**config.mk**
```make
export PLATFORM = sky130hd
export DESIGN_NAME = pc_unit_ras
export DESIGN_NICKNAME = d
export VERILOG_FILES = /design/src/rtl/pc_unit_ras.sv
export SDC_FILE = /design/constraint.sdc
export NUM_CORES = 1
export LEC_CHECK = 0
export BUFFER_PORTS_ARGS = -buffer_cell sky130_fd_sc_hd__buf_2
export CAP_MARGIN = 10
export CORE_ASPECT_RATIO = 1.2
export CORE_MARGIN = 2
export CORE_UTILIZATION = 43
export CTS_CLUSTER_SIZE = 8
export DETAILED_ROUTE_END_ITERATION = 16
export PLACE_DENSITY = 0.66
export SYNTH_ARGS = -nofsm -noshare
export SYNTH_HDL_FRONTEND = slang
export SYNTH_SLANG_ARGS = --single-unit
export TNS_END_PERCENT = 20
```
**constraint.sdc**
```tcl
create_clock -name clk_150_mhz -period 7.3 [get_ports clk_150_mhz]
set_input_delay 0.73 -clock clk_150_mhz [delete_from_list [all_inputs] [get_ports clk_150_mhz]]
set_output_delay 0.73 -clock clk_150_mhz [all_outputs]
set_load 0.02 [all_outputs]
```
**src/rtl/pc_unit_ras.sv**
```systemverilog
`timescale 1ns/1ps
// Program-counter unit with a return-address stack: picks the next fetch address from
// reset, trap, redirect, stall, RAS prediction or sequential PC+4, one cycle per edge.
module pc_unit_ras #(
    parameter int unsigned          PC_WIDTH     = 32,
    parameter logic [PC_WIDTH-1:0]  RESET_VECTOR = '0,
    parameter logic [PC_WIDTH-1:0]  TRAP_VECTOR  = PC_WIDTH'(32'h0000_0100),
    parameter int unsigned          RAS_DEPTH    = 4
) (
    input  logic                clk_150_mhz,
    input  logic                pc_rst,
    input  logic                stall,
    input  logic                trap,
    input  logic                redirect_valid,
    input  logic [PC_WIDTH-1:0] redirect_target,
    input  logic                call,
    input  logic                ret,
    output logic [PC_WIDTH-1:0] current_instr,
    output logic [PC_WIDTH-1:0] pc_plus4,
    output logic                misalign,
    output logic                ras_empty,
    output logic                ras_full
);

    localparam int unsigned    PTR_W     = $clog2(RAS_DEPTH);
    localparam logic [PTR_W:0] COUNT_MAX = (PTR_W+1)'(RAS_DEPTH);

    logic [PC_WIDTH-1:0] ras_mem [RAS_DEPTH];
    logic [PTR_W-1:0]    ras_top;
    logic [PTR_W-1:0]    ras_top_inc;
    logic [PTR_W:0]      ras_count;
    logic                redirect_misaligned;
    logic                ras_enable;
    logic                do_pop;
    logic                do_push;

    assign pc_plus4  = current_instr + PC_WIDTH'(4);
    assign ras_empty = (ras_count == '0);
    assign ras_full  = (ras_count == COUNT_MAX);

    // NOTE: every always_comb output is assigned unconditionally, so no latch can be inferred.
    always_comb begin
        redirect_misaligned = redirect_valid && (redirect_target[1:0] != 2'b00);
        ras_enable          = !trap && !redirect_valid && !stall;
        do_pop              = ras_enable && ret && !ras_empty;
        do_push             = ras_enable && call;
        ras_top_inc         = ras_top + PTR_W'(1);
    end

    // NOTE: sequential state uses non-blocking assignments so all registers see pre-edge values.
    always_ff @(posedge clk_150_mhz) begin
        if (pc_rst) begin
            current_instr <= RESET_VECTOR;
            misalign      <= 1'b0;
            ras_top       <= '0;
            ras_count     <= '0;
            // NOTE: the small RAS array is reset so a stray read can never return X.
            for (int i = 0; i < int'(RAS_DEPTH); i++) begin
                ras_mem[i] <= '0;
            end
        end else begin
            misalign <= 1'b0;
            if (trap) begin
                current_instr <= TRAP_VECTOR;
                ras_count     <= '0;
            end else if (redirect_misaligned) begin
                current_instr <= TRAP_VECTOR;
                misalign      <= 1'b1;
            end else if (redirect_valid) begin
                current_instr <= redirect_target;
            end else if (stall) begin
                current_instr <= current_instr;
            end else begin
                current_instr <= do_pop ? ras_mem[ras_top] : pc_plus4;
                if (do_push && do_pop) begin
                    // Pop and push in one cycle: the top slot is simply replaced.
                    ras_mem[ras_top] <= pc_plus4;
                end else if (do_pop) begin
                    ras_top   <= ras_top - PTR_W'(1);
                    ras_count <= ras_count - (PTR_W+1)'(1);
                end else if (do_push) begin
                    ras_mem[ras_top_inc] <= pc_plus4;
                    ras_top              <= ras_top_inc;
                    if (!ras_full) begin
                        ras_count <= ras_count + (PTR_W+1)'(1);
                    end
                end
            end
        end
    end

endmodule
```
==> summary.md <==
| Metric | Value |
|---|---|
| Startpoint types | `input pin` |
| Min-delay worst type | `reg2reg` |
| WP data required | `7350 ps` |
| CTS sink cnt | `~170` |
| # nets final | `between 800 and 900` |
| Initial antenna violation count | `0` |
| Syn_area_per_cell | `11.4 sq um` |
| Die Height | `between 150 and 200 um` |
| Post-synthesis sequential area ratio | `0.558` |
| CTS tree | `built` |
| Final Skew | `19.3 ps` |
| Final Slew Violations | `0` |
| Final worst-path cycle share | `0.622` |
| Initial Utilization | `0.440` |
| Die width | `131 um` |
| Worst path slowest cell | `or4_2` |
| Via count | `about 6200` |
| # rows | `55` |
| Synth area leaders | `edfxtp_1 (46%), dfxtp_1 (9.6%), mux4_2 (8.7%)` |
| Fmax | `220 MHz` |
| Slew margin rel. | `0.325` |
| Post-cts resize count | `0` |
| Unrepaired setup endpoints after global routing | `false` |
| Syn nets | `around 770` |
| Number of global-route vias before repair | `about 6000` |
| CP endpoint kind | `flip-flop` |
| Final WL | `22.8 mm` |
| H-Tree Depth | `4` |
| Clock tree buffer depth | `2` |
| Syn-to-layout area delta | `14.2%` |
| Total CTS buffers | `17` |
| Gr ovfl total | `0` |
| GPL Wtd Cong | `0.809` |
| First-pass GRT wire length | `roughly 34 mm` |
| Mapped Area | `about 0.0083 sq mm` |
| Hold-fix buffers, CTS | `0` |
| Root Driver | `clkbuf_16` |
| Residual DRC | `0` |
| IO Count | `106` |
| Largest area contributor in the netlist | `edfxtp_1` |
| Worst skew pair latency | `440 ps` |
| Hold Vio Cnt, Final | `0` |
| CP cell instances | `buf_2 > nor4b_2 > nand2_1 > inv_2 > a221oi_2 > or4_2 > nand2b_2` |
| Inserted Diodes | `0` |
| Post-route ant nets | `0` |
| Critical path class | `in2reg` |
| Crit path max fanout | `40` |
| Worst vdd ir | `~0.17 mV` |
| Worst slew pin tran | `around 1000 ps` |
| Clk pin slew, worst setup/hold paths | `around 60 ps` |
| DP Wirelength | `14.3 mm` |
| Postcts setup bufs | `0` |
| TNS Setup | `0 ps` |
| Setup violations, final | `0` |
| Share of layout cells above drive strength 1 | `0.258` |
| Async set-reset flop share out of synthesis | `0` |
| WP data arrival | `roughly 4600 ps` |
| Max_cap viols | `0` |
| Yosys reg bits | `approximately 170` |
| Distinct cells, synth | `61` |
| Yosys warns | `0` |
| Vias/cell | `5.81` |
| Pwr dens | `214 mW/mm^2` |
| Final Non-Filler Cells | `~1100` |
| Port Buffers | `~110` |
| Largest net degree at the start of global routing | `49` |
| Status | `complete, no violations` |
| 1st-iter DRT viols | `roughly 630` |
| Router iterations before antenna repair | `5` |
| Top cell type's share of synthesized area | `0.462` |
| Final Critical Period | `4540 ps` |
| Crit-path max cell delay | `approximately 1100 ps` |
| Inst Count DP | `1039` |
| EDFF count, synth | `around 130` |
| LEAKAGE | `around 0.0037 uW` |
| Routed WL per cell | `around 21 um` |
| Cells after Synth | `between 700 and 800` |
| Core Region | `~0.019 sq mm` |
| Full die area | `just over 0.02 sq mm` |
| Most used DFF post-synth | `edfxtp_1` |
| GRT Util Overall | `0.228` |
## worst max-delay path: cells and delay by family
family / cells / cell delay (ps)
AND/OR/NAND/NOR: 4 / 2700
buffers and inverters: 2 / 990
AO/OA/AOI/OAI: 1 / 150
## worst paths after layout
path | startpoint | cells past startpoint | endpoint | slack [ps]
min reg2reg | flip-flop | 2 | flip-flop | 490
min | flip-flop | 2 | flip-flop | 490
max reg2reg | ras_count[0]$_SDFFE_PP0P_ | 6 | ras_mem[1][18]$_SDFFCE_PN0P_ | 3280
max | redirect_valid | 7 | ras_mem[1][18]$_SDFFCE_PN0P_ | 2760
## area by class of cell
cell class                 instances  area, sq um
sequential                       168         4650
inverter                          42          158
timing repair buffer             114          593
fill                            1713         9420
clock inverter                    11         56.3
tap                              256          320
clock buffer                      21          450
multi-input combinational        459         3280
## cells in the final DEF (no fill, tap or decap), types with 10 or more instances in the layout
cell,Yosys,final
xor2_1,16,16
a221oi_1,12,12
and3_1,13,13
nor3_1,35,35
edfxtp_1,128,128
a21oi_1,26,26
xnor2_1,15,15
buf_2,6,105
dfxtp_1,40,39
clkbuf_16,0,17
nand2_1,25,25
mux4_2,32,32
nor2_2,20,20
nor2_1,111,111
nand4_1,12,12
nand3_1,10,10
o21ai_0,23,23
inv_1,41,41
## state kept, by name, indices dropped and copies added (netlist names), named ones only
register	cells
current_instr	30
misalign	1
ras_count	3
ras_mem	128
ras_top	2
## power breakdown
| group | total, uW | switching [uW] | internal [uW] |
|---|---|---|---|
| Clock | 799 | 362 | 437 |
| Combinational | 160 | 103 | 56.6 |
| Sequential | 1080 | 18.8 | 1060 |
## logic make-up after synthesis
logic type	after synthesis	share of synthesized area
mux	36	0.0914
simple gates	266	0.156
xor+xnor	31	0.0326
buf+inv	100	0.0505
flops	168	0.558
compound gates	124	0.107
fa+ha+maj	2	0.00391
## layer usage
layer,global-route usage,part of all wire,up-vias
li1,-,-,2832
met1,0.300,0.42,3116
met2,0.372,0.49,243
met3,0.0427,0.058,36
met4,0.0937,0.028,0
met5,0,0,-
## synth_stat cells, types with 5 or more instances
master,n
clkbuf_1,42
mux4_2,32
nor3_1,35
nand2_1,25
a21oi_1,26
o211a_1,8
buf_2,6
a221o_1,8
edfxtp_1,128
nor4_1,7
and3_1,13
nor2_1,111
a221oi_1,12
or4_1,5
o31ai_1,6
o21ai_0,23
dfxtp_1,40
xor2_1,16
xnor2_1,15
nand2b_1,5
nand3_1,10
nand4_1,12
inv_1,41
a22oi_1,9
and2_1,7
nor2_2,20
## per-stage QoR
| stage | power, uW | worst slack (ps) | util | area [sq um] | hold slack [ps] |
|---|---|---|---|---|---|
| floorplan | 1190 | 3750 | - | 8320 | 554 |
| global placement | 1250 | 2350 | 0.476 | 9000 | 468 |
| detailed placement | 1260 | 2300 | 0.476 | 9000 | 480 |
| CTS | 2040 | 2750 | 0.502 | 9510 | 491 |
| global route | 2100 | 2580 | 0.502 | 9510 | 518 |
| finish | 2030 | 2760 | 0.502 | 9510 | 489 |
(Power assumes the default switching activity.)
